`config.mk`:
```
export PLATFORM = sky130hd
export DESIGN_NAME = imem_fetch_arbiter
export DESIGN_NICKNAME = d
export VERILOG_FILES = /design/src/rtl/imem_pkg.sv /design/src/rtl/imem_write_arb.sv /design/src/rtl/imem_fetch_arbiter.sv
export SDC_FILE = /design/constraint.sdc
export NUM_CORES = 1
export LEC_CHECK = 0
export ABC_AREA = 0
export CORE_ASPECT_RATIO = 1.4
export CORE_MARGIN = 5
export CORE_UTILIZATION = 42
export CTS_BUF_LIST = sky130_fd_sc_hd__clkbuf_2 sky130_fd_sc_hd__clkbuf_4 sky130_fd_sc_hd__clkbuf_8
export CTS_CLUSTER_DIAMETER = 120
export CTS_CLUSTER_SIZE = 30
export DETAILED_ROUTE_END_ITERATION = 12
export PLACE_DENSITY_LB_ADDON = 0.05
export SLEW_MARGIN = 30
export SYNTH_ARGS = -nofsm -noshare
export SYNTH_HDL_FRONTEND = slang
export SYNTH_SLANG_ARGS = --single-unit
```
`constraint.sdc`:
```
create_clock -name clk -period 3.1 [get_ports clk]
set_clock_uncertainty 0.15 [all_clocks]
set_input_delay 0.62 -clock clk [delete_from_list [all_inputs] [get_ports clk]]
set_output_delay 0.62 -clock clk [all_outputs]
set_load 0.02 [all_outputs]
```
`src/rtl/imem_pkg.sv`:
```
// Shared types and constants for the instruction-memory fetch sequencer and its write arbiter.
package imem_pkg;

  typedef enum logic [1:0] {
    ST_LOAD = 2'b00,
    ST_RUN  = 2'b01,
    ST_HALT = 2'b10
  } fetch_state_t;

  localparam int unsigned IMEM_DEPTH   = 256;
  localparam int unsigned IMEM_AW      = 8;
  localparam logic [31:0] NOP_INSTR    = 32'h0000_0000;
  localparam logic [31:0] RESET_VECTOR = 32'h0000_0000;

endpackage

```
`src/rtl/imem_write_arb.sv`:
```
// Combinational arbitration of the memory write port between the program loader and fetch.
module imem_write_arb
  import imem_pkg::*;
#(
  parameter int unsigned AW = IMEM_AW
) (
  input  logic          en,
  input  fetch_state_t  state,
  input  logic          stall,
  input  logic          redirect,
  input  logic          ld_valid,
  input  logic [AW-1:0] ld_addr,
  input  logic [31:0]   ld_data,
  output logic          ld_ready,
  output logic          grant,
  output logic          mem_we,
  output logic [AW-1:0] mem_waddr,
  output logic [31:0]   mem_wdata
);

  always_comb begin
    ld_ready = 1'b1;
    case (state)
      // Fetch owns the bank unless the pipeline is frozen and not being redirected.
      ST_RUN:  ld_ready = stall && !redirect;
      default: ld_ready = 1'b1;
    endcase
    grant     = en && ld_valid && ld_ready;
    mem_we    = grant;
    mem_waddr = ld_addr;
    mem_wdata = ld_data;
  end

endmodule

```
`src/rtl/imem_fetch_arbiter.sv`:
```
// Fetch sequencer: owns the PC, drives the memory read side and the IF/ID register pair.
// Optional performance counters are enabled with FETCH_PERF_CNT_EN.
module imem_fetch_arbiter
  import imem_pkg::*;
#(
  parameter int unsigned DEPTH    = IMEM_DEPTH,
  parameter int unsigned AW       = IMEM_AW,
  parameter logic [31:0] RESET_PC = RESET_VECTOR,
  parameter logic [31:0] NOP      = NOP_INSTR
) (
  input  logic          clk,
  input  logic          rst_n,
  input  logic          ld_valid,
  output logic          ld_ready,
  input  logic [AW-1:0] ld_addr,
  input  logic [31:0]   ld_data,
  input  logic          ld_last,
  input  logic          stall,
  input  logic          redirect,
  input  logic [31:0]   redirect_pc,
  output logic          mem_read,
  output logic [31:0]   mem_addr,
  input  logic [31:0]   mem_rdata,
  output logic          mem_we,
  output logic [AW-1:0] mem_waddr,
  output logic [31:0]   mem_wdata,
  output logic [31:0]   ifid_inst,
  output logic [31:0]   ifid_pc4,
  output logic          ifid_valid,
  output logic [31:0]   pc,
  output logic          halted
`ifdef FETCH_PERF_CNT_EN
  ,
  output logic [31:0]   perf_cycles,
  output logic [31:0]   perf_fetched
`endif
);

  fetch_state_t state_q, state_d;
  logic [31:0]  pc_q, pc_d;
  logic [31:0]  inst_q, inst_d;
  logic [31:0]  pc4_q, pc4_d;
  logic         valid_q, valid_d;
  logic         ld_grant;
  logic         ld_done;
  logic         fault;
  logic         fetch_adv;

  imem_write_arb #(.AW(AW)) u_write_arb (
    .en        (rst_n),
    .state     (state_q),
    .stall     (stall),
    .redirect  (redirect),
    .ld_valid  (ld_valid),
    .ld_addr   (ld_addr),
    .ld_data   (ld_data),
    .ld_ready  (ld_ready),
    .grant     (ld_grant),
    .mem_we    (mem_we),
    .mem_waddr (mem_waddr),
    .mem_wdata (mem_wdata)
  );

  assign ld_done   = ld_grant && ld_last;
  assign fault     = (pc_q[1:0] != 2'b00) || ({2'b00, pc_q[31:2]} >= 32'(DEPTH));
  assign fetch_adv = (state_q == ST_RUN) && !redirect && !stall && !fault;

  always_comb begin
    state_d = state_q;
    pc_d    = pc_q;
    inst_d  = inst_q;
    pc4_d   = pc4_q;
    valid_d = valid_q;
    case (state_q)
      ST_LOAD: begin
        if (ld_done) begin
          state_d = ST_RUN;
          pc_d    = RESET_PC;
        end
      end
      ST_RUN: begin
        if (redirect) begin
          pc_d    = redirect_pc;
          inst_d  = NOP;
          valid_d = 1'b0;
        end else if (!stall) begin
          if (fault) begin
            state_d = ST_HALT;
            inst_d  = NOP;
            valid_d = 1'b0;
          end else begin
            inst_d  = mem_rdata;
            pc4_d   = pc_q + 32'd4;
            valid_d = 1'b1;
            pc_d    = pc_q + 32'd4;
          end
        end
      end
      ST_HALT: begin
        if (ld_done) begin
          state_d = ST_RUN;
          pc_d    = RESET_PC;
          inst_d  = NOP;
          valid_d = 1'b0;
        end
      end
      default: state_d = ST_LOAD;
    endcase
  end

  always_ff @(posedge clk or negedge rst_n) begin
    if (!rst_n) begin
      state_q <= ST_LOAD;
      pc_q    <= RESET_PC;
      inst_q  <= NOP;
      pc4_q   <= '0;
      valid_q <= 1'b0;
    end else begin
      state_q <= state_d;
      pc_q    <= pc_d;
      inst_q  <= inst_d;
      pc4_q   <= pc4_d;
      valid_q <= valid_d;
    end
  end

  assign mem_read   = (state_q == ST_RUN);
  assign mem_addr   = pc_q;
  assign pc         = pc_q;
  assign ifid_inst  = inst_q;
  assign ifid_pc4   = pc4_q;
  assign ifid_valid = valid_q;
  assign halted     = (state_q == ST_HALT);

`ifdef FETCH_PERF_CNT_EN
  logic [31:0] perf_cycles_q, perf_cycles_d;
  logic [31:0] perf_fetched_q, perf_fetched_d;

  always_comb begin
    perf_cycles_d  = perf_cycles_q;
    perf_fetched_d = perf_fetched_q;
    // Entering RUN from LOAD or HALT starts a fresh measurement window.
    if (state_q != ST_RUN && state_d == ST_RUN) begin
      perf_cycles_d  = '0;
      perf_fetched_d = '0;
    end else begin
      if (state_q == ST_RUN && perf_cycles_q != '1)
        perf_cycles_d = perf_cycles_q + 32'd1;
      if (fetch_adv && perf_fetched_q != '1)
        perf_fetched_d = perf_fetched_q + 32'd1;
    end
  end

  always_ff @(posedge clk or negedge rst_n) begin
    if (!rst_n) begin
      perf_cycles_q  <= '0;
      perf_fetched_q <= '0;
    end else begin
      perf_cycles_q  <= perf_cycles_d;
      perf_fetched_q <= perf_fetched_d;
    end
  end

  assign perf_cycles  = perf_cycles_q;
  assign perf_fetched = perf_fetched_q;
`endif

endmodule

```
# Word-level counts from Yosys, hierarchy flattened
# Cells that the tools add are included.
# word_totals
inputBits,110
regBits,99
# op_classes
add_sub_neg,1
bitwise,3
muxes,20
eq_ne,9
order_cmp,1
reduce_logical,15
# op_table
cell,count
32-bit two-way mux,7
32-bit case mux with 2 select lines,2
32-bit by 3-bit adder with 32-bit output (second input constant),1
30-bit by 9-bit >= comparator with 1-bit output (second input constant),1
4-bit AND reduction,3
2-bit two-way mux,4
2-bit by 1-bit != test with 1-bit output (second input constant),3
3-bit != test (second input constant),2
2-bit nonzero test,3
1-bit two-way mux,5
1-bit logical AND,4
2-bit != test (second input constant),2
2-bit case mux with 2 select lines,1
1-bit NOT,3
3-bit AND reduction,1
2-bit by 1-bit == test with 1-bit output (second input constant),1
2-bit == test (second input constant),1
2-bit logical NOT,1
1-bit case mux with 2 select lines,1
2-bit OR reduction,1
1-bit logical NOT,1
1-bit logical OR,1

# Depth between registers and ports, before layout
# Gate-level depths: netlist (run 1).
# depth
word_depth,7
ltp_mapped,8

# Hierarchy
# A second synthesis (run 1) with hierarchy kept.
# unflattened
cells_unflattened,457
hier_area_um2,4855.9
# by_module_without_submodules
module,cells_each,area_per_inst_um2,n_inst
imem_fetch_arbiter,411,4500.6,1
imem_write_arb,46,355.3,1

# Worst setup path before layout (run 1)
# Ideal clock, no wire load.
# synth_path
kind,reg2reg
start,"reg pc_q[10], in the netlist mem_addr[10]"
end,"reg pc_q[21], in the netlist mem_addr[21]"
setup_ns,0.121
required_ns,2.829
synth_period_minus_slack_ns,2.248
arrival_ns,1.977
setup_slack_ns,0.852
stages_incl_launch_ff,8
path_cell_list,dfrtp_1 buf_6 nor4_1 nand4_1 nor4_4 nor2_4 buf_6 a22o_1
# synth_via
elab_chain_cells,5
word_cells_on_any_way,9
cone_classes,1 x add/sub; 1 x order compare; 1 x eq/ne; 4 x mux; 2 x reduce/logical
# synth_rtl
item,line_no,source
from (decl),imem_fetch_arbiter.sv:40,"logic [31:0] pc_q, pc_d;"
from (signal assigned),imem_fetch_arbiter.sv:120,pc_q <= pc_d;
32-bit by 3-bit adder with 32-bit output,imem_fetch_arbiter.sv:95,pc_d = pc_q + 32'd4;
32-bit two-way mux,imem_fetch_arbiter.sv:87,if (fault) begin
32-bit two-way mux,imem_fetch_arbiter.sv:86,end else if (!stall) begin
32-bit two-way mux,imem_fetch_arbiter.sv:82,if (redirect) begin
32-bit case mux with 2 select lines,imem_fetch_arbiter.sv:74,case (state_q)
# Parallel ways exist; a longest one is shown, timed or not. The select of a mux whose other input is x is not followed.
# A chain may end at the register's enable or synchronous reset.

# Worst setup path in the final report (run 1)
# layout_path
start,in redirect
end,out mem_we
# layout_via
elab_chain_cells,4
# layout_rtl
item,line_no,source
from (decl),imem_fetch_arbiter.sv:19,"input logic redirect,"
1-bit logical NOT,--,
1-bit logical AND,imem_write_arb.sv:25,ST_RUN: ld_ready = stall && !redirect;
1-bit two-way mux,imem_write_arb.sv:23,case (state)
1-bit logical AND,imem_write_arb.sv:28,grant = en && ld_valid && ld_ready;
to (decl),imem_fetch_arbiter.sv:24,"output logic mem_we,"
# No other way between the ends.

==> results of run 1 <==
==> kinds of logic (layout without fill, tap and decap cells) <==
kind of cell / Yosys count / in the layout / share of synthesized area (%)
compound gates: 103 / 103 / 16.30
xor+xnor: 7 / 7 / 1.262
buf+inv: 106 / 247 / 14.58
simple gates: 132 / 132 / 14.58
mux: 8 / 8 / 1.777
fa+ha+maj: 2 / 2 / 0.5150
flops: 99 / 99 / 50.99
==> layout by cell type (no fill, tap or decap), types with 2 or more instances in the layout <==
master,synthesis,routed
a211o_2,2,2
a21oi_1,12,11
a22o_1,40,40
a22o_2,8,8
and3_1,5,5
buf_4,72,16
clkbuf_8,0,10
clkdlybuf4s50_1,0,201
dfrtp_1,99,99
ha_1,2,2
inv_1,12,12
inv_6,0,2
mux2_2,5,5
mux2i_1,3,3
nand2_1,34,34
nand2b_1,3,3
nand3_1,13,13
nand4_1,8,8
nand4b_1,2,2
nor2_1,15,15
nor2b_1,26,26
nor3_1,7,6
nor3b_1,2,2
nor4_1,8,8
o21ai_0,16,16
o22ai_1,4,4
o2bb2ai_1,4,4
o31a_1,2,2
o31ai_1,6,6
o41ai_1,2,2
or3_1,2,2
xnor2_1,4,4
xor2_1,3,3
==> layout make-up <==
class	count	area, um^2	share of cell area [%]
clock inverter	5	45.04	0.6679
sequential	99	2477	36.73
timing repair buffer	219	2162	32.06
clock buffer	11	145.1	2.152
tap	144	180.2	2.672
inverter	12	45.04	0.6679
multi-input combinational	252	1689	25.05
==> flip-flops by register name, indices dropped and copies added, names as in the netlist <==
| signal | flops |
|---|---|
| ifid_pc4 | 32 |
| mem_addr | 32 |
| ifid_inst | 32 |
| ifid_valid | 1 |
| state_q | 2 |
==> Yosys cell counts (all sizes together), types with 3 or more instances <==
library cell	number	area share (%)
a22o	48	8.9
nand2b	3	0.39
nor4	9	1.5
o2bb2ai	4	0.72
nor2b	26	3.3
buf	83	13
nand3	13	1.3
mux2i	3	0.62
inv	12	0.93
nand4	8	1.0
and3	6	0.80
o21ai	16	1.6
nand2	34	2.6
dfrtp	99	51
o22ai	4	0.51
xnor2	4	0.72
a21oi	12	1.2
mux2	5	1.2
xor2	3	0.54
nor2	17	1.5
nor3	7	0.72
o31ai	6	0.93
clkbuf	11	0.88
==> power breakdown <==
group / switching, mW / internal, mW / leakage [nW]
Sequential: 0.395 / 1.55 / 1.35
Combinational: 1.31 / 1.21 / 1.47
Clock: 0.475 / 0.336 / 0.0959
==> through the flow <==
step                setup WS (ps)  util [%]
floorplan                   852.2         -
global placement            48.64     57.68
detailed placement          53.67     57.68
CTS                         50.64     59.45
global route                85.00     59.48
finish                      138.6     59.48
==> per-layer routing <==
metal	global-route usage, %	vias to the layer above	share of wire (%)
met2	33.33	177	50
li1	-	1823	-
met1	26.82	1958	41
met3	4.205	23	7.2
met5	0	-	0
met4	6.800	0	1.8
==> worst max-delay path, stage by stage <==
cell and delay (ps):
clkdlybuf4s50_1 520, inv_1 90, a21oi_2 160, inv_1 70
and3_1 180, clkdlybuf4s50_1 550
==> how the worst min path moves through the flow <==
| stage | depth (start not counted) | startpoint | slack (ps) | endpoint |
|---|---|---|---|---|
| global placement | 1 | ifid_valid$_DFFE_PN0P_ | 320 | ifid_valid$_DFFE_PN0P_ |
| CTS | 1 | ifid_valid$_DFFE_PN0P_ | 350 | ifid_valid$_DFFE_PN0P_ |
| floorplan | 0 | rst_n | 170 | ifid_inst[0]$_DFFE_PN0P_ |
| detailed placement | 1 | rst_n | 330 | ifid_pc4[4]$_DFFE_PN0P_ |
| finish | 1 | ifid_valid$_DFFE_PN0P_ | 350 | ifid_valid$_DFFE_PN0P_ |
| global route | 1 | ifid_pc4[23]$_DFFE_PN0P_ | 370 | ifid_pc4[23]$_DFFE_PN0P_ |
==> timing repair <==
item	in CTS	in global routing
hold buffers	1	0
gates resized for setup	0	1
endpoints found under the hold margin	8	0
setup endpoints to repair	0	1
==> metrics.yaml, run 1 <==
finish:
  fill_cells: 997
  fin_cells: 742
  drive_gt1_share_pct: 9.365
  stdcell_area_mm2: 0.006744
  num_antenna_cells: 0
  layout.nets: 705
  area.growth.synth_to_final_pct: 38.81
run_status:
  status: "completed"
routing:
  remaining_drc_errors: 0
  ant_nets: 0
  via_per_inst: 5.365
  wire_per_inst_um: 18.95
  drtPass1Iterations: 4
  routed_wl_um: 14060
  vias: 3981
  drt_iter0_markers: 162
worst_hold_path:
  hp-class: "register to register"
die:
  initial_core_util_pct: 42.85
  fp.dieArea_mm2: 0.01385
  die_h_um: 137.3
  die_w_um: 100.9
  ioPinCount: 283
  rows: 46
  core_area_mm2: 0.01134
cts:
  root_buffer: "clkbuf_8"
  htree_num_levels: 3
  path_clk_slew_ps: 90
  numCtsBuffers: 9
  clock_latency_ps: 370
  clockBufferDepth: 2
  tritoncts: "built"
  clock_sinks: 99
  postCtsSetupRepairBufs: 0
sta:
  fin_tns_setup_ps: 0
  fin_crit_ps: 2961
  min_period_over_period_pct: 95.53
  finalSetupViolCount: 0
  maxSlewHeadroom_pct: 51.93
  hold_violations: 0
  fmax_mhz: 337.7
  timing.hold.ws_ps: 347.0
  rsz0062_at_grt: "false"
  tightest_slew_ps: 718.4
  slew_viol_final: 0
critical_path:
  crit_path_start: "redirect"
  cp.arrival_ps: 2190
  worstReg2RegEnd: "mem_addr[7]$_DFFE_PN0P_"
  r2r_start: "mem_addr[21]$_DFFE_PN0P_"
  endpoint_kind: "primary output"
  r2r_cells: 5
  r2r_setup_slack_ps: 450
  critPathMaxFanout: 2
  worst_setup_path_start_kind: "primary input"
  critPathRequiredTime_ps: 2330
  crit_end: "mem_we"
  critical_path_class: "primary input to primary output"
global_route:
  grt_pass1_wl_um: 22050
  grt_pass1_vias: 4153
  grt_overflow: 0
  antenna_found_initial: 0
  grt_max_degree: 57
  track_usage_pct: 20.32
logic_synthesis:
  synth-async-reset-ratio_pct: 100.0
  synth_flop_cell: "dfrtp_1"
  yosysSeqAreaShare_pct: 50.99
  syn_area_mm2: 0.004858
  synth-seq-cells: 99
  synth_enable_flop_cells: 0
  syn_inst: 457
  synth.distinct_cells: 48
  syn-num-nets: 569
  ys_warn_count: 0
  postSynthAreaPerCell_um2: 10.63
placement:
  io_buffer_count: 202
  gp_congestion: 0.7987
  hpwl_um: 10320
  placedCellCount: 725
  placed_area_mm2: 0.006540
pwr:
  leakage_nw: 2.914
  ir_worst_vdd_v: 0.0005302
  powerDensity_mw_per_mm2: 782.1
  power_mw: 5.275
flow_run:
  max_cap_violations: 0
No activity file was read; power rests on OpenSTA's default activity.
==> inputs of run 2 (changes only) <==
Settings changed: SETUP_SLACK_MARGIN from default to 0.05.
==> results of run 2 <==
No change in the layout: final DEF, timing and power equal those of run 1.
==> edit (flow settings as in run 2) <==
Add a define of `FETCH_PERF_CNT_EN`.
--- a/src/rtl/imem_fetch_arbiter.sv
+++ b/src/rtl/imem_fetch_arbiter.sv
@@ -2,2 +2,4 @@
 // Optional performance counters are enabled with FETCH_PERF_CNT_EN.
+`define FETCH_PERF_CNT_EN
+
 module imem_fetch_arbiter
Check against the original RTL (old outputs only; new: perf_cycles and perf_fetched): equivalent (equiv_simple and equiv_induct, registers matched by name and starting in step).
==> edit against run 2 <==
Setup slack lost 14 ps; wire length grew 74%; sequential cell count grew 64; power grew 24%; first-iteration DRC count grew 130%; cell area grew 62%; synthesized area grew 64%; clock power grew 100%; count of clock-buffer cells in the layout grew 7; global-route usage grew 1.5 points; largest cell class unchanged.
==> edit: results (changes against run 2) <==
syn_nets: 901  # +58%
tightest_slew_ps: 749  # +31.0 ps
status: "complete, no violations"
totalWireLength_um: 24500  # +74%
drc_errors: 0  # unchanged
final_layout_size_suffix_gt1_frac: 0.0730  # -0.0206
dr_wl_met2_um: 12200  # +76%
cp_slowest_cell: "clkdlybuf4s50_1"
diodes: 0  # unchanged
seq_area_frac_synth: 0.511  # +0.00154
port_buffers: 266  # +32%
clock_path_buffers: 2  # unchanged
irDropWorstVdd_uv: 457  # -14%
first_pass_iters: 5  # +1
hpwl_um: 17900  # +74%
cp_max_fo: 22  # +20
p_leak_nw: 4.52  # +55%
clk_latency_ps: 450  # +80 ps
first_iter_violations: 372  # +130%
top_layer: "met5"
dp_cells: 1212  # +67%
clockRootBuffer: "clkbuf_8"
grt_max_degree: 131  # +130%
antenna_found_initial: 1  # +1
vias: 7032  # +77%
min_to: "ifid_pc4[3]"
grt_pass1_vias: 7169  # +73%
syn_avg_cell_area_sq_um: 10.1  # -4.7%
yosysUniqueCellTypes: 52  # +8.3%
cpPeakStageDelay_ps: 600  # +50 ps
ys_top_cells_by_count: "dfrtp_1 (163), buf_4 (72), nand2_1 (69)"
timing.rr.start: "mem_addr[22]"
cts.clk_slew.worst_paths_ps: 80
avgRoutedWirePerCell_um: 19.7  # +4.0%
track_usage: 0.218  # +0.0151
m1WireLength_um: 9880  # +70%
hold_path_class: "reg2reg"
hold_start: "ifid_pc4[3]"
r2r_slack_ps: 330  # -120 ps
cts_max_level: 4  # +1
r2r-end: "perf_fetched[10]"
cts_buffers: 17  # +8
ff2ff_path_depth: 5  # unchanged
gp_congestion: 0.889  # +11%
dr_wl_met3_um: 1650  # +63%
cp.arrival_ps: 2210  # +20 ps
whs_path_depth: 2  # +1
synth_top_cells_by_area: "dfrtp_1 (51%), buf_4 (6.8%), a22o_1 (5.8%)"
synthArstFlopShare: 1.00  # unchanged
synth_warnings: 0  # unchanged
nets: 1102  # +56%
grt_pass1_wl_um: 38700  # +75%
place_area_sq_um: 10500  # +61%
## edit: final cells by class
type                            instances  area (sq um)
Fill cell                            1634          7730
Sequential cell                       163          4080
Multi-Input combinational cell        501          3180
Timing Repair Buffer                  294          2920
Tap cell                              244           305
Clock buffer                           18           241
Clock inverter                         13           175
Inverter                               11          45.0
## edit: layer usage
metal,track usage,vias to the layer above
li1,-,3255
met1,0.258,3423
met2,0.367,307
met3,0.0679,45
met4,0.0872,2
met5,0,-
## edit: how the worst max path moves through the flow
| stage | start | to | slack [ps] | cells after the start |
|---|---|---|---|---|
| after floorplan | perf_cycles[13] | perf_cycles[26] | 660 | 6 |
| after global placement | redirect | mem_we | 160 | 6 |
| after detailed placement | stall | perf_fetched[10] | 90 | 6 |
| after CTS | rst_n | mem_we | 90 | 4 |
| after global routing | state_q[0] | mem_we | 60 | 5 |
| final | rst_n | mem_we | 120 | 4 |
## edit: power by group
part	switching [mW]	internal [mW]
Combinational	1.14	1.05
Sequential	0.368	2.35
Clock	0.826	0.817
Total	2.33	4.21
## edit: cell families after synthesis
| family | count (synthesis) | share of synthesized area |
|---|---|---|
| buf+inv | 123 | 0.0932 |
| compound gates | 180 | 0.156 |
| fa+ha+maj | 4 | 0.00628 |
| xor+xnor | 8 | 0.00878 |
| mux | 14 | 0.0177 |
| simple gates | 295 | 0.206 |
| flops | 163 | 0.511 |
## edit: repair_timing
| action | CTS | global route |
|---|---|---|
| setup endpoints to repair | 0 | 2 |
| hold endpoints to repair | 18 | 0 |
| resized for setup | 0 | 2 |
| buffers inserted | 0 | 0 |
| hold buffers | 1 | 0 |
## edit: per-stage QoR
stage	power, mW	hold WS, ps	worst slack, ps
floorplan	3.99	174	662
global placement	4.93	310	165
detailed placement	4.95	316	93.5
CTS	6.63	337	92.7
global route	6.85	362	56.4
finish	6.55	328	125
## edit: critical path: cells and delay by family
kind | cells | cell delay [ps]
buf+inv | 3 | 1390
simple gates | 1 | 180
